File: config.mk
export PLATFORM = sky130hd
export DESIGN_NAME = apb_timer_mc
export DESIGN_NICKNAME = d
export VERILOG_FILES = /design/src/rtl/apb_timer_pkg.sv /design/src/rtl/timer_channel.sv /design/src/rtl/apb_timer_mc.sv
export SDC_FILE = /design/constraint.sdc
export NUM_CORES = 1
export LEC_CHECK = 0
export ABC_AREA = 1
export CAP_MARGIN = 25
export CORE_MARGIN = 2
export CORE_UTILIZATION = 54
export DETAILED_ROUTE_END_ITERATION = 10
export GPL_TIMING_DRIVEN = 1
export PLACE_DENSITY = 0.79
export SLEW_MARGIN = 20
export SYNTH_ARGS = -nofsm -noshare
export SYNTH_HDL_FRONTEND = slang
export SYNTH_HIERARCHICAL = 1
export SYNTH_SLANG_ARGS = --single-unit
File: constraint.sdc
create_clock -name pclk -period 1.56 [get_ports pclk]
set_input_delay 0.312 -clock pclk [delete_from_list [all_inputs] [get_ports pclk]]
set_output_delay 0.312 -clock pclk [all_outputs]
set_load 0.03 [all_outputs]
File: src/rtl/apb_timer_pkg.sv
// Shared constants for the multi-channel APB timer: register offsets, bit positions, CKS codes.
package apb_timer_pkg;

    localparam int CH_STRIDE = 8;

    localparam logic [2:0] OFF_TDR  = 3'd0;
    localparam logic [2:0] OFF_TCR  = 3'd1;
    localparam logic [2:0] OFF_TSR  = 3'd2;
    localparam logic [2:0] OFF_TIER = 3'd3;
    localparam logic [2:0] OFF_TCNT = 3'd4;

    localparam int TCR_LOAD = 7;
    localparam int TCR_DIR  = 5;
    localparam int TCR_EN   = 4;
    localparam int TCR_CKS  = 0;
    localparam logic [7:0] TCR_MASK = 8'hB3;

    localparam int TIER_OVF_IE = 0;
    localparam int TIER_UDF_IE = 1;
    localparam int TIER_ARE    = 2;

    localparam int TSR_OVF = 0;
    localparam int TSR_UDF = 1;

    localparam logic [1:0] CKS_DIV2  = 2'd0;
    localparam logic [1:0] CKS_DIV4  = 2'd1;
    localparam logic [1:0] CKS_DIV8  = 2'd2;
    localparam logic [1:0] CKS_DIV16 = 2'd3;

    // A channel ticks when the low CKS+1 prescaler bits are all ones.
    function automatic logic tick_hit(input logic [3:0] pre, input logic [1:0] cks);
        logic hit;
        case (cks)
            CKS_DIV2:  hit = pre[0];
            CKS_DIV4:  hit = &pre[1:0];
            CKS_DIV8:  hit = &pre[2:0];
            default:   hit = &pre;
        endcase
        return hit;
    endfunction

endpackage

File: src/rtl/timer_channel.sv
// One timer channel: TDR/TCR/TIER/TSR registers, up/down counter, flags and interrupt.
module timer_channel
    import apb_timer_pkg::*;
#(
    parameter int DATA_W = 8
) (
    input  logic              pclk,
    input  logic              presetn,
    input  logic              wr_tdr,
    input  logic              wr_tcr,
    input  logic              wr_tsr,
    input  logic              wr_tier,
    input  logic [DATA_W-1:0] pwdata,
    input  logic [3:0]        pre,
    input  logic              run,
    output logic [DATA_W-1:0] tdr_rd,
    output logic [DATA_W-1:0] tcr_rd,
    output logic [DATA_W-1:0] tsr_rd,
    output logic [DATA_W-1:0] tier_rd,
    output logic [DATA_W-1:0] cnt_rd,
    output logic              irq
);

    localparam logic [DATA_W-1:0] CNT_MAX = '1;

    logic [DATA_W-1:0] tdr;
    logic [7:0]        tcr;
    logic [2:0]        tier;
    logic [1:0]        tsr;
    logic [DATA_W-1:0] cnt;

    logic              tick;
    logic              set_ovf;
    logic              set_udf;
    logic [DATA_W-1:0] cnt_n;
    logic [1:0]        tsr_n;

    assign tick = run & tcr[TCR_EN] & ~tcr[TCR_LOAD] & tick_hit(pre, tcr[TCR_CKS +: 2]);

    // Everything here reads the current register values, so a same-cycle
    // TCR/TDR write only takes effect from the following cycle.
    always_comb begin
        cnt_n   = cnt;
        set_ovf = 1'b0;
        set_udf = 1'b0;
        if (tcr[TCR_LOAD]) begin
            cnt_n = tdr;
        end else if (tick) begin
            if (!tcr[TCR_DIR]) begin
                if (cnt == CNT_MAX) begin
                    set_ovf = 1'b1;
                    cnt_n   = tier[TIER_ARE] ? tdr : '0;
                end else begin
                    cnt_n = cnt + 1'b1;
                end
            end else begin
                if (cnt == '0) begin
                    set_udf = 1'b1;
                    cnt_n   = tier[TIER_ARE] ? tdr : CNT_MAX;
                end else begin
                    cnt_n = cnt - 1'b1;
                end
            end
        end
    end

    // Hardware set is applied after the W1C clear so it wins a collision.
    always_comb begin
        tsr_n = tsr;
        if (wr_tsr) tsr_n = tsr_n & ~pwdata[1:0];
        if (set_ovf) tsr_n[TSR_OVF] = 1'b1;
        if (set_udf) tsr_n[TSR_UDF] = 1'b1;
    end

    always_ff @(posedge pclk or negedge presetn) begin
        if (!presetn) begin
            tdr  <= '0;
            tcr  <= '0;
            tier <= '0;
            tsr  <= '0;
            cnt  <= '0;
        end else begin
            if (wr_tdr)  tdr  <= pwdata;
            if (wr_tcr)  tcr  <= pwdata[7:0] & TCR_MASK;
            if (wr_tier) tier <= pwdata[2:0];
            tsr <= tsr_n;
            cnt <= cnt_n;
        end
    end

    assign tdr_rd  = tdr;
    assign tcr_rd  = DATA_W'(tcr);
    assign tsr_rd  = DATA_W'(tsr);
    assign tier_rd = DATA_W'(tier);
    assign cnt_rd  = cnt;

    assign irq = (tsr[TSR_OVF] & tier[TIER_OVF_IE]) | (tsr[TSR_UDF] & tier[TIER_UDF_IE]);

endmodule

File: src/rtl/apb_timer_mc.sv
// Multi-channel APB timer top: APB decode, error response, read mux and shared prescaler.
// Optional APB_TIMER_DBG_HALT_EN adds a dbg_halt input that freezes prescaler and ticks.
module apb_timer_mc
    import apb_timer_pkg::*;
#(
    parameter int N_CH   = 2,
    parameter int DATA_W = 8,
    parameter int ADDR_W = 8
) (
    input  logic              pclk,
    input  logic              presetn,
    input  logic              psel,
    input  logic              penable,
    input  logic              pwrite,
    input  logic [ADDR_W-1:0] paddr,
    input  logic [DATA_W-1:0] pwdata,
`ifdef APB_TIMER_DBG_HALT_EN
    input  logic              dbg_halt,
`endif
    output logic [DATA_W-1:0] prdata,
    output logic              pready,
    output logic              pslverr,
    output logic [N_CH-1:0]   irq,
    output logic              irq_any
);

    localparam logic [ADDR_W-1:0] ADDR_LIM = ADDR_W'(N_CH * CH_STRIDE);

    logic [2:0]        offset;
    logic [ADDR_W-4:0] ch_idx;
    logic              access;
    logic              bad;
    logic              wr_ok;
    logic              run;
    logic [3:0]        pre;
    logic [DATA_W-1:0] rd_mux;

    logic [DATA_W-1:0] tdr_rd  [N_CH];
    logic [DATA_W-1:0] tcr_rd  [N_CH];
    logic [DATA_W-1:0] tsr_rd  [N_CH];
    logic [DATA_W-1:0] tier_rd [N_CH];
    logic [DATA_W-1:0] cnt_rd  [N_CH];

    assign offset = paddr[2:0];
    assign ch_idx = paddr[ADDR_W-1:3];
    assign access = psel & penable;
    assign bad    = (offset > OFF_TCNT) | (paddr >= ADDR_LIM) | (pwrite & (offset == OFF_TCNT));
    assign wr_ok  = access & pwrite & ~bad;

    assign pready  = access;
    assign pslverr = access & bad;

`ifdef APB_TIMER_DBG_HALT_EN
    assign run = ~dbg_halt;
`else
    assign run = 1'b1;
`endif

    always_ff @(posedge pclk or negedge presetn) begin
        if (!presetn) begin
            pre <= '0;
        end else if (run) begin
            pre <= pre + 4'd1;
        end
    end

    for (genvar c = 0; c < N_CH; c++) begin : g_ch
        logic wr_ch;
        assign wr_ch = wr_ok & (ch_idx == (ADDR_W-3)'(c));

        timer_channel #(.DATA_W(DATA_W)) u_ch (
            .pclk    (pclk),
            .presetn (presetn),
            .wr_tdr  (wr_ch & (offset == OFF_TDR)),
            .wr_tcr  (wr_ch & (offset == OFF_TCR)),
            .wr_tsr  (wr_ch & (offset == OFF_TSR)),
            .wr_tier (wr_ch & (offset == OFF_TIER)),
            .pwdata  (pwdata),
            .pre     (pre),
            .run     (run),
            .tdr_rd  (tdr_rd[c]),
            .tcr_rd  (tcr_rd[c]),
            .tsr_rd  (tsr_rd[c]),
            .tier_rd (tier_rd[c]),
            .cnt_rd  (cnt_rd[c]),
            .irq     (irq[c])
        );
    end

    always_comb begin
        rd_mux = '0;
        for (int c = 0; c < N_CH; c++) begin
            if (ch_idx == (ADDR_W-3)'(c)) begin
                case (offset)
                    OFF_TDR:  rd_mux = tdr_rd[c];
                    OFF_TCR:  rd_mux = tcr_rd[c];
                    OFF_TSR:  rd_mux = tsr_rd[c];
                    OFF_TIER: rd_mux = tier_rd[c];
                    OFF_TCNT: rd_mux = cnt_rd[c];
                    default:  rd_mux = '0;
                endcase
            end
        end
    end

    assign prdata  = (access & ~bad) ? rd_mux : '0;
    assign irq_any = |irq;

endmodule

# Yosys cells after proc, flatten, opt, wreduce, memory -nomap -nowiden
# Cells that the tools add are included.
# classes
addsub	5
n_mul	0
n_div	0
order_cmp	2
n_eq_ne	11
shift	0
n_mux	43
bitwise_logic	34
reduce_logical	16
# op_table
op	n
8-bit two-way mux	17
8-bit one-hot mux with 5 select lines	2
1-bit bitwise AND	24
1-bit two-way mux	20
8-bit by 1-bit adder with 8-bit output, second input constant	2
8-bit == test, second input constant	2
8-bit logical NOT	2
8-bit by 1-bit subtractor with 8-bit output, second input constant	2
2-bit nonzero test	6
8-bit by 5-bit >= comparator with 1-bit output, second input constant	1
3-bit by 2-bit == test with 1-bit output, second input constant	2
1-bit one-hot mux with 3 select lines	2
5-bit by 1-bit == test with 1-bit output, second input constant	1
5-bit logical NOT	1
4-bit by 1-bit adder with 4-bit output, second input constant	1
2-bit bitwise AND	2
2-bit by 1-bit == test with 1-bit output, second input constant	2
2-bit == test, second input constant	2
2-bit logical NOT	2
2-bit two-way mux	2
1-bit bitwise OR	4
4-bit AND reduction	1
3-bit by 1-bit == test with 1-bit output, second input constant	1
3-bit == test, second input constant	1
other kinds (7)	9
# word_totals
ff_bits	56
latch_bits	0
mem_bits_rw	0
rom_bits	0
inputBits	21
out_inout_bits	13
mem_count	0

# Longest topological paths before layout
# logic_depth
depth_word	9
depth_mapped	11
mapped_depth_nobuf	11

# Hierarchy
# Netlist, hierarchy kept.
# by_module_without_submodules
mod	instances	cells_per_inst	area_per_inst_um2
timer_channel (g_ch[1].u_ch)	1	261	1821.7
timer_channel (g_ch[0].u_ch)	1	258	1791.7
apb_timer_mc	1	220	1151.1

# Least setup slack after synthesis
# No wires, ideal clock.
# synth_timing
path_kind	input -> output
startpoint	input port paddr[2]
endpoint	output port prdata[0]
arrival_time_ps	1452
t_required_ps	1248
slack_ps	-204
path_stages	9
n_path_buf	2
path_cell_list	buf_2 -> nor2_4 -> buf_2 -> nand3_1 -> nand2_1 -> nor2_1 -> nand2_1 -> nand2_1 -> nor2_1
# synth_between
elab_chain_cells	6
# synth_lines
element	line	rtl
start, declared	apb_timer_mc.sv:15	input logic [ADDR_W-1:0] paddr,
8-bit by 5-bit >= comparator with 1-bit output, or another cell as far along	apb_timer_mc.sv:47	assign bad = (offset > OFF_TCNT) | (paddr >= ADDR_LIM) | (pwrite & (offset == OFF_TCNT));
1-bit bitwise OR or 1-bit bitwise AND (tied branches)	apb_timer_mc.sv:47	
1-bit bitwise OR	apb_timer_mc.sv:47	
1-bit NOT	apb_timer_mc.sv:106	assign prdata = (access & ~bad) ? rd_mux : '0;
1-bit bitwise AND	apb_timer_mc.sv:106	
8-bit two-way mux *	apb_timer_mc.sv:106	
end, declared	apb_timer_mc.sv:20	output logic [DATA_W-1:0] prdata,
# Mark *: on every way between the ends. The rest lies on a longest branch, timed or not.

# Worst setup path in the final report
# layout_timing
startpoint	register g_ch[0].u_ch.cnt[0]
endpoint	output port prdata[0]
# layout_between
elab_chain_cells	4
# layout_lines
element	line	rtl
start, declared	timer_channel.sv:30	logic [DATA_W-1:0] cnt;
start signal, assigned	timer_channel.sv:87	cnt <= cnt_n;
8-bit one-hot mux with 5 select lines	apb_timer_mc.sv:94	case (offset)
8-bit two-way mux (2 in series)	apb_timer_mc.sv:93	if (ch_idx == (ADDR_W-3)'(c)) begin
8-bit two-way mux	apb_timer_mc.sv:106	
# No other way between the ends.

==> run_results.csv <==
group,metric,value,unit
grt,grt.total_usage,34.9,%
routing,num_vias,5913,
run_status,outcome,"finished with violations",
synth,synth-edff-count,0,
floorplan,die_height,97.9,µm
clocking,numCtsBuffers,5,
routing,drt_iter0_drc,665,
layout,fillCellCount,541,
routing,drt-total-wl,18500,µm
clocking,numClockSinks,56,
clocking,root_buffer,"clkbuf_8",
clocking,clock_latency,310,ps
timing,drv_slew,0,
synth,synth_seq_cells,56,
placed_design,portBuffers,33,
clocking,cts-htree-levels,2,
synth,yosysUniqueCellTypes,36,
timing,setup-tns-final,-2280,ps
setup_path,cp-end-kind,"output pin",
synth,synth_flop_cell,"dfrtp_1",
setup_path,cp.arrival,1480,ps
floorplan,start_util,55.2,%
power,fin_total_pwr,2.82,mW
synth,avgSynthCellArea,6.45,µm²
layout,area_growth,48.3,%
power,powerDensity,399,nW/µm²
placed_design,placed_cell_area,5730,µm²
power,peakVddDrop,0.507,mV
synth,synth_cells,739,
routing,drt-vias-per-instance,5.88,
timing,worst_slew_pin_slew,556,ps
timing,finalHoldViolCount,0,
layout,final_area,7060,µm²
synth,async_reset_ff_share,100,%
flow_run,cap_violations,0,
layout,register_area,1420,µm²
timing,fin_worst_skew,7.43,ps
timing,fin_ws,-230,ps
placed_design,gp_congestion,0.997,
floorplan,rows,34,
setup_path,worstPathMaxFanout,2,
timing,rsz0062_at_grt,"true",
synth,ys_seq_area_share,29.4,%
timing,period_needed,1790,ps
floorplan,core-area,8640,µm²
layout,final_common_cell,"nand2_1",
placed_design,dpl.hpwl,11800,µm
grt,grt_pass1_vias,5358,
routing,wl_per_cell,18.4,µm
clocking,clk_pin_slew_worst_paths,100,ps
clocking,cts_tree,"done",
power,leakagePower,3.60,nW
routing,firstDrtPassIters,6,
timing,slew-limit-headroom,62.9,%
timing,fmax,0.559,GHz
layout,final_nets,925,
timing,finalCritPeriodShare,115,%
run_status,violations,"setup timing",
layout,drive_gt1_share,37.5,%
floorplan,die_x,97.9,µm
worst_hold_path,hold_path.class,"input pin to async pin",
setup_path,critPathKind,"flip-flop to output pin",
setup_path,critPathRequiredTime,1250,ps
grt,overflow,0,
layout,n_antenna_cell,0,
grt,grt_pass1_wl,27000,µm
synth,synth_area,4760,µm²
layout,mostFrequentLayoutCells,"193 x nand2_1, 101 x buf_4, 72 x nand3_1",
clocking,cts.path.max_buffers,2,
floorplan,io_pins,34,
setup_path,startpoint_type,"flip-flop",
synth,yosysWarnings,6,
grt,antenna_found_initial,0,
layout,multi_input_area,3460,µm²
routing,drc,0,
routing,ant_nets,0,
timing,setup_violations,25,
floorplan,dieArea,9590,µm²
grt,grt_max_degree,44,
[state kept, by name, indices dropped and copies added, names as in the netlist]
name              cells
pre                   4
g_ch.u_ch/tier        6
g_ch.u_ch/tcr_rd     10
g_ch.u_ch/tsr         4
g_ch.u_ch/cnt_rd     16
g_ch.u_ch/tdr_rd     16
[routing by layer]
layer  global-route usage (%)  share of wire, %  vias to the layer above
li1                         -                 -                     2682
met1                     49.5                40                     2737
met2                     54.6                46                      402
met3                     5.23               9.9                       92
met4                     12.3               4.5                        0
met5                        0                 0                        -
[cell type report]
class                           count  share of cell area, %
Multi-Input combinational cell    583                   49.0
Timing Repair Buffer              180                   23.5
Sequential cell                    56                   20.1
Inverter                           71                   4.16
Tap cell                          108                   1.91
Clock buffer                        7                   1.22
Clock inverter                      1                  0.106
[worst max-delay path, cell delays in order, from the launching register on]
cell	delay (ps)
dfrtp_1	420
buf_6	130
nand3_2	80
nand2_1	80
nor2_1	90
nand2_1	100
nand2_4	90
nor2_4	40
buf_6	130
[through the flow]
step | setup slack (ps) | util, % | cells | hold slack (ps)
after global routing | -313 | 81.8 | 1006 | 482
final | -230 | 81.8 | 1006 | 452
after detailed placement | -641 | 66.3 | 940 | 252
after floorplan | -28.5 | - | 766 | 16.4
after global placement | -599 | 66.3 | 940 | 245
after CTS | -178 | 75.6 | 984 | 444
[kinds of logic (layout without fill, tap and decap cells)]
kind of cell | after synthesis | in the layout | synth area share [%]
adders and majority gates | 7 | 7 | 1.84
AOI/OAI and AO/OA | 76 | 76 | 8.74
other | 3 | 30 | 0.236
muxes | 4 | 4 | 0.945
and+or+nand+nor | 457 | 458 | 44.2
buffers and inverters | 128 | 259 | 13.2
DFF | 56 | 56 | 29.4
xor gates and xnor gates | 8 | 8 | 1.47
[report_power, final]
| part | total (mW) | switching [mW] | leakage, nW | internal [mW] |
|---|---|---|---|---|
| Sequential | 1.46 | 0.00356 | 0.565 | 1.45 |
| Clock | 0.846 | 0.483 | 0.0445 | 0.362 |
| Combinational | 0.514 | 0.310 | 2.99 | 0.204 |
[what timing repair did]
item                                    CTS  global route
pin swaps                                60            71
hold endpoints to repair                 13             0
gates resized for setup                 170           111
endpoints found under the setup margin   59            55
setup buffers                            33            26
hold buffers                              1             0
cloned                                    3             1
[worst paths after layout]
check / startpoint / endpoint / slack [ps] / depth (start not counted)
min in group pclk: pre[3]$_DFF_PN0_ / pre[3]$_DFF_PN0_ / 500 / 1
worst max register to register: g_ch[0].u_ch/cnt_rd[2]$_DFFE_PN0P_ / g_ch[0].u_ch/cnt_rd[7]$_DFFE_PN0P_ / -130 / 12
max in group asynchronous: presetn / g_ch[1].u_ch/cnt_rd[2]$_DFFE_PN0P_ / 530 / 3
worst max-delay path: g_ch[0].u_ch/cnt_rd[0]$_DFFE_PN0P_ / prdata[0] / -230 / 8
worst min-delay path: presetn / g_ch[0].u_ch/tdr_rd[0]$_DFFE_PN0P_ / 450 / 2
worst min register to register: pre[3]$_DFF_PN0_ / pre[3]$_DFF_PN0_ / 500 / 1
[synthesized netlist by cell type, types with 5 or more instances]
master | number | share of area [%]
a21oi_1 | 27 | 2.8
buf_2 | 16 | 1.7
buf_4 | 31 | 4.9
clkbuf_1 | 8 | 0.63
dfrtp_1 | 56 | 29
ha_1 | 7 | 1.8
inv_1 | 64 | 5.0
inv_2 | 6 | 0.47
nand2_1 | 221 | 17
nand3_1 | 101 | 11
nand4_1 | 35 | 4.6
nor2_1 | 72 | 5.7
nor2_2 | 5 | 0.66
nor2_4 | 6 | 1.4
o21ai_0 | 31 | 3.3
o22ai_1 | 5 | 0.66
xor2_1 | 7 | 1.3
Note: power is estimated with default switching activity, not from simulation.
==> variant 1 (same settings) <==
The parameter `ADDR_W` goes from 8 to 9.
--- a/src/rtl/apb_timer_mc.sv
+++ b/src/rtl/apb_timer_mc.sv
@@ -5,7 +5,7 @@
 #(
     parameter int N_CH   = 2,
     parameter int DATA_W = 8,
-    parameter int ADDR_W = 8
+    parameter int ADDR_W = 9
 ) (
     input  logic              pclk,
     input  logic              presetn,
Interface: changed (resized paddr); port bits go from 34 to 35. The function was not compared with the original's and may differ.
==> variant 1 against the unedited design <==
  * Wire length rose by 28%
  * First-iteration DRC count rose by 78%
  * Non-clock buffer count rose by 5
  * Final area rose by 5.9%
  * Via count rose by 15%
  * The flow finishes with violations (DRC, setup timing)
  * Setup slack got worse by 0.12 ns
  * Synthesized area rose by 1.7%
  * Die area rose by 1.6%
  * Total power rose by 0.60%
  * Fmax fell by 6.4%
  * Sequential share of layout area fell by 1.2 points
  * Critical endpoint is now prdata[4]
  * Critical path type unchanged
  * Largest power group unchanged
  * Sequential cell count did not move
==> variant 1: results (changes against the unedited design) <==
** Synthesis
- Library cells used by synthesis :: 38 (+5.6%)
- Ranking of synthesized cells by area :: dfrtp_1 (29%), nand2_1 (20%), nand3_1 (7.9%)
- Sequential-to-total area share from yosys stat :: 0.289 (-0.00486)
- The xor and xnor fraction of the mapped netlist area came to 0.0145 (-0.000243).
- The multiplexer share of the synthesized area came to 0.00930 (-0.000156).
- Adder-cell share of the synthesized area :: 0.0181 (-0.000304)
- The commonest cells after synthesis are nand2_1 (261), inv_1 (79), nand3_1 (76), nor2_1 (67), dfrtp_1 (56).

** Worst setup path
- The highest cell delay on the worst timing path was 0.48 ns (+0.06 ns).
- Startpoint of the worst setup timing path :: g_ch[0].u_ch/tdr_rd[4]
- The arrival time reported for the critical path endpoint is 1.60 ns (+0.12 ns).
- Crit path to :: prdata[4]

** STA
- The worst-case clock skew is 0.0210 ns (+0.0136 ns).
- The setup slack after layout is -0.352 ns (-0.122 ns).
- Setup TNS after final layout :: -10.83 ns (-8.56 ns)
- Worst-case headroom to the max-slew limit :: 0.517 (-0.112)
- The setup violation total in the final timing report is 64 (+160%).

** Placed design
- Placer Congestion :: 1.02 (+2.3%)
- Worst setup slack before clock tree synthesis :: -0.843 ns (-0.202 ns)
- Post-DP HPWL :: 12.1 mm (+2.6%)

** GRT
- The via count of the first global-routing pass came to 5,771 (+7.7%).

** Status
- The checks that failed: DRC, setup timing.
- Result of the run :: finished with violations

** Finish
- Fill count :: 407 (-25%)
- The fraction of final layout cells sized beyond drive strength 1 is 0.424 (+0.0488).

** Power and ir drop
- The total leakage power was 0.00384 uW (+6.8%).

** Detailed routing
- Number of remaining DRC errors :: 3 (+3)
- Total length of routed wires :: 23.7 mm (+28%)
## variant 1: cell count changes in the layout (fill, tap and decap cells not counted), sizes merged, moves of 4 or more
cell   before  now
nand3     105   79
nand4      35   14
inv        71   88
nand2     227  268
buf       166  170
o21ai      31   37
## variant 1: what timing repair did
action                                  in CTS  in global routing
setup buffers                               29                 22
pin swaps                                   75                 71
hold buffers                                 1                  0
endpoints found under the hold margin        5                  0
gates cloned                                 3                  1
resized for setup                          238                137
endpoints found under the setup margin      62                 62
## variant 1: worst min path at each step
stage | endpoint | slack [ns] | cells past startpoint
global route | g_ch[1].u_ch/cnt_rd[2] | 0.36 | 2
floorplan | g_ch[0].u_ch/cnt_rd[0] | 0.02 | 0
detailed placement | g_ch[1].u_ch/cnt_rd[2] | 0.17 | 1
CTS | g_ch[1].u_ch/cnt_rd[7] | 0.36 | 2
finish | g_ch[1].u_ch/cnt_rd[7] | 0.35 | 2
global placement | g_ch[1].u_ch/cnt_rd[7] | 0.17 | 1
## variant 1: layout make-up
cell class | count | area share
repair buffers | 185 | 0.234
multi-input cells | 591 | 0.497
flip-flops and latches | 56 | 0.189
clock inverters | 1 | 0.00100
inverters | 88 | 0.0495
repair inverters | 1 | 0.000836
clock buffers | 7 | 0.0115
well taps | 108 | 0.0181
## variant 1: logic make-up after synthesis
kind of cell / count (synthesis)
AO/OA/AOI/OAI: 83
adder cells (fa/ha/maj): 7
XOR/XNOR: 8
buffers and inverters: 138
flip-flops: 56
multiplexers: 4
other: 3
AND/OR/NAND/NOR: 459
## variant 1: metal layers
metal	routed length [microns]	up-vias	track usage	share of wire
met4	2570	0	0.181	0.11
met3	3580	314	0.0823	0.15
li1	-	2689	-	-
met5	0	-	0	0
met1	7570	3038	0.478	0.32
met2	9990	769	0.608	0.42
## variant 1: through the flow
step | instances | instance area [sq um]
detailed placement | 979 | 5960
CTS | 1017 | 6880
finish | 1037 | 7480
floorplan | 785 | 5080
global route | 1037 | 7480
global placement | 979 | 5960
## variant 1: worst reg2reg max path, cell delays in order (launching register included)
cell      delay [ns]
dfrtp_1         0.41
buf_6           0.13
buf_6           0.12
inv_6           0.06
ha_4            0.14
nand2_4         0.06
nor2_8          0.14
buf_6           0.13
buf_6           0.10
nand3_2         0.06
o211ai_1        0.12
nand3_1         0.15
nand2_2         0.09
nand2_1         0.05
## variant 1: power by group
part           switching (uW)  internal (uW)  leakage, uW  total (uW)
sequential               1.15           1450     0.000567        1450
clock                     501            363    0.0000445         864
combinational             324            193      0.00323         517
==> variant 2 (same settings) <==
Made on the original files. Reset style: synchronous (`presetn`), changed in 2 clocked blocks.
--- a/src/rtl/timer_channel.sv
+++ b/src/rtl/timer_channel.sv
@@ -72,7 +72,7 @@
         if (set_udf) tsr_n[TSR_UDF] = 1'b1;
     end
 
-    always_ff @(posedge pclk or negedge presetn) begin
+    always_ff @(posedge pclk) begin
         if (!presetn) begin
             tdr  <= '0;
             tcr  <= '0;
--- a/src/rtl/apb_timer_mc.sv
+++ b/src/rtl/apb_timer_mc.sv
@@ -56,7 +56,7 @@
     assign run = 1'b1;
 `endif
 
-    always_ff @(posedge pclk or negedge presetn) begin
+    always_ff @(posedge pclk) begin
         if (!presetn) begin
             pre <= '0;
         end else if (run) begin
Function: differs if presetn is asserted again (counterexample within 4 cycles, from zero or initial values and one cycle with presetn low); with presetn held inactive, the same outputs for 4 cycles.
==> variant 2 against the unedited design <==
  * The run still ends with setup timing left
  * Synthesized cell count up 5.0%
  * Wire length shrank 12%
  * Highest routed layer unchanged
  * Register-to-register slack better by 0.07 ns
  * Final area decreased by 9.8%
  * Clock power decreased by 8.0%
  * Total power down 5.5%
  * Synthesized area is 0.45% higher
  * Count of clock-buffer cells in the layout shrank 1
  * Sequential cell count stayed put
  * Combinational power down 14%
  * Setup slack improved by 0.045 ns
==> variant 2: results (changes against the unedited design) <==
** Finish
- Nets :: 926 (+0.11%)
- Ratio of cells with drive above 1 in the final layout :: 0.333 (-0.0423)

** STA
- Worst Setup Slack, final :: -0.185 ns (+0.0446 ns)
- Setup TNS after final layout :: -1.66 ns (+0.612 ns)
- The setup violation total in the final timing report was 23 (-8.0%).
- Final critical path time including I/O delays and setup :: 1.75 ns (-0.0446 ns)
- The worst-case clock skew came to 0.00692 ns (-0.000514 ns).

** Placed design
- Post-DP HPWL :: 11.5 mm (-2.2%)
- The global placement routability congestion came to 1.03 (+3.4%).
- The worst setup timing slack at the placement stage came to -0.653 ns (-0.0120 ns).

** Worst setup path
- CP Data Arrival Time :: 1.43 ns (-0.05 ns)
- In this run the critical register-to-register path is launched from g_ch[1].u_ch/cnt_rd[0].

** Status
- The final reports fail on setup timing.
- Result of the run :: finished with violations

** GRT
- Global-route wire length before repair :: 25.6 mm (-5.3%)
- Largest net degree at the start of global routing :: 33 (-25%)
- The via count of the first global-routing pass came to 5,304 (-1.0%).
- The total track usage is 0.321 (-0.0283).

** Synthesis
- Share of async-settable or async-resettable flops after synthesis :: 0 (-1.00)
- After synthesis, the most frequently instantiated cells are nand2_1 (161), nand3_1 (120), nor2_1 (84), inv_1 (70), dfxtp_1 (56).
- Sequential-to-total area share from yosys stat :: 0.234 (-0.0599)
- Post-synthesis cell type with the largest combined area :: dfxtp_1
- Most used flip-flop cell after synthesis :: dfxtp_1

** Hold path
- Kind of path behind the tightest hold check :: flip-flop to flip-flop

** Power and ir drop
- The largest vdd supply drop came to 0.391 mV (-23%).
- Leakage power :: 0.00279 uW (-23%)

** Clock network
- # hold bufs at CTS :: 0 (-1)

** Detailed routing
- Total length of routed wires :: 16.3 mm (-12%)
-- variant 2: cell count changes after synthesis, sizes merged, moves of 4 or more --
cell / unedited run / this run
nand2: 227 / 165
dfrtp: 56 / 0
dfxtp: 0 / 56
o21ai: 31 / 63
a21oi: 27 / 51
inv: 71 / 89
nand3: 105 / 122
nor2: 86 / 98
nand4: 35 / 29
buf: 49 / 53
mux2: 4 / 0
o211ai: 2 / 6
o31ai: 4 / 0
-- variant 2: power breakdown --
| part | switching (uW) | total [uW] | internal (uW) |
|---|---|---|---|
| sequential | 9.83 | 1440 | 1430 |
| combinational | 258 | 443 | 184 |
| clock | 470 | 778 | 308 |
| total | 738 | 2660 | 1920 |
-- variant 2: layer usage --
layer	vias up	part of all wire	GRT usage
met3	38	0.11	0.0415
met4	0	0.021	0.0948
met2	365	0.46	0.508
met1	2651	0.42	0.458
li1	2734	-	-
met5	-	0	0
-- variant 2: path summary, 6_finish.rpt --
check	to	slack, ns	cells after the start
max	prdata[5]	-0.19	10
min reg2reg	pre[0]	0.48	1
min	pre[0]	0.48	1
max reg2reg	g_ch[1].u_ch/cnt_rd[2]	-0.06	12
-- variant 2: timing repair --
| action | 4_1_cts | 5_1_grt |
|---|---|---|
| endpoints found under the setup margin | 62 | 58 |
| pin swaps | 40 | 35 |
| gates resized for setup | 121 | 73 |
| setup buffers | 22 | 12 |
| gates cloned | 1 | 1 |
-- variant 2: area by class of cell --
cell class	instances	area, sq um
Clock buffer	6	72.6
Clock inverter	1	5.00
Fill cell	695	2300
Inverter	92	374
Multi-Input combinational cell	593	3300
Sequential cell	56	1150
Tap cell	108	135
Timing Repair Buffer	149	1330
Timing Repair inverter	1	7.51
-- variant 2: logic make-up after synthesis --
kind of cell             after synthesis  synth area share
AND/OR/NAND/NOR                      416             0.404
buffers and inverters                154             0.174
AO/OA/AOI/OAI                        130             0.150
flip-flops                            56             0.234
XOR/XNOR                              10            0.0183
adder cells (fa/ha/maj)                7            0.0183
other                                  3           0.00235
-- variant 2: metrics by stage --
| stage | hold WS [ns] | total power, uW | cell area, sq um |
|---|---|---|---|
| 3_5_place_dp | 0.480 | 1840 | 5560 |
| 4_1_cts | 0.496 | 2640 | 6080 |
| 3_3_place_gp | 0.469 | 1830 | 5560 |
| 6_report | 0.478 | 2660 | 6370 |
| 5_1_grt | 0.502 | 2750 | 6370 |
| 2_1_floorplan | 0.410 | 1740 | 4960 |
-- variant 2: critical path: stages --
cell and delay (ns):
buf_8 0.10, buf_6 0.12, nor2_4 0.23, nand3_2 0.11
nand2_2 0.07, nor2_1 0.04, nand2_1 0.12, nand2_2 0.09
nor2_4 0.11, buf_6 0.13
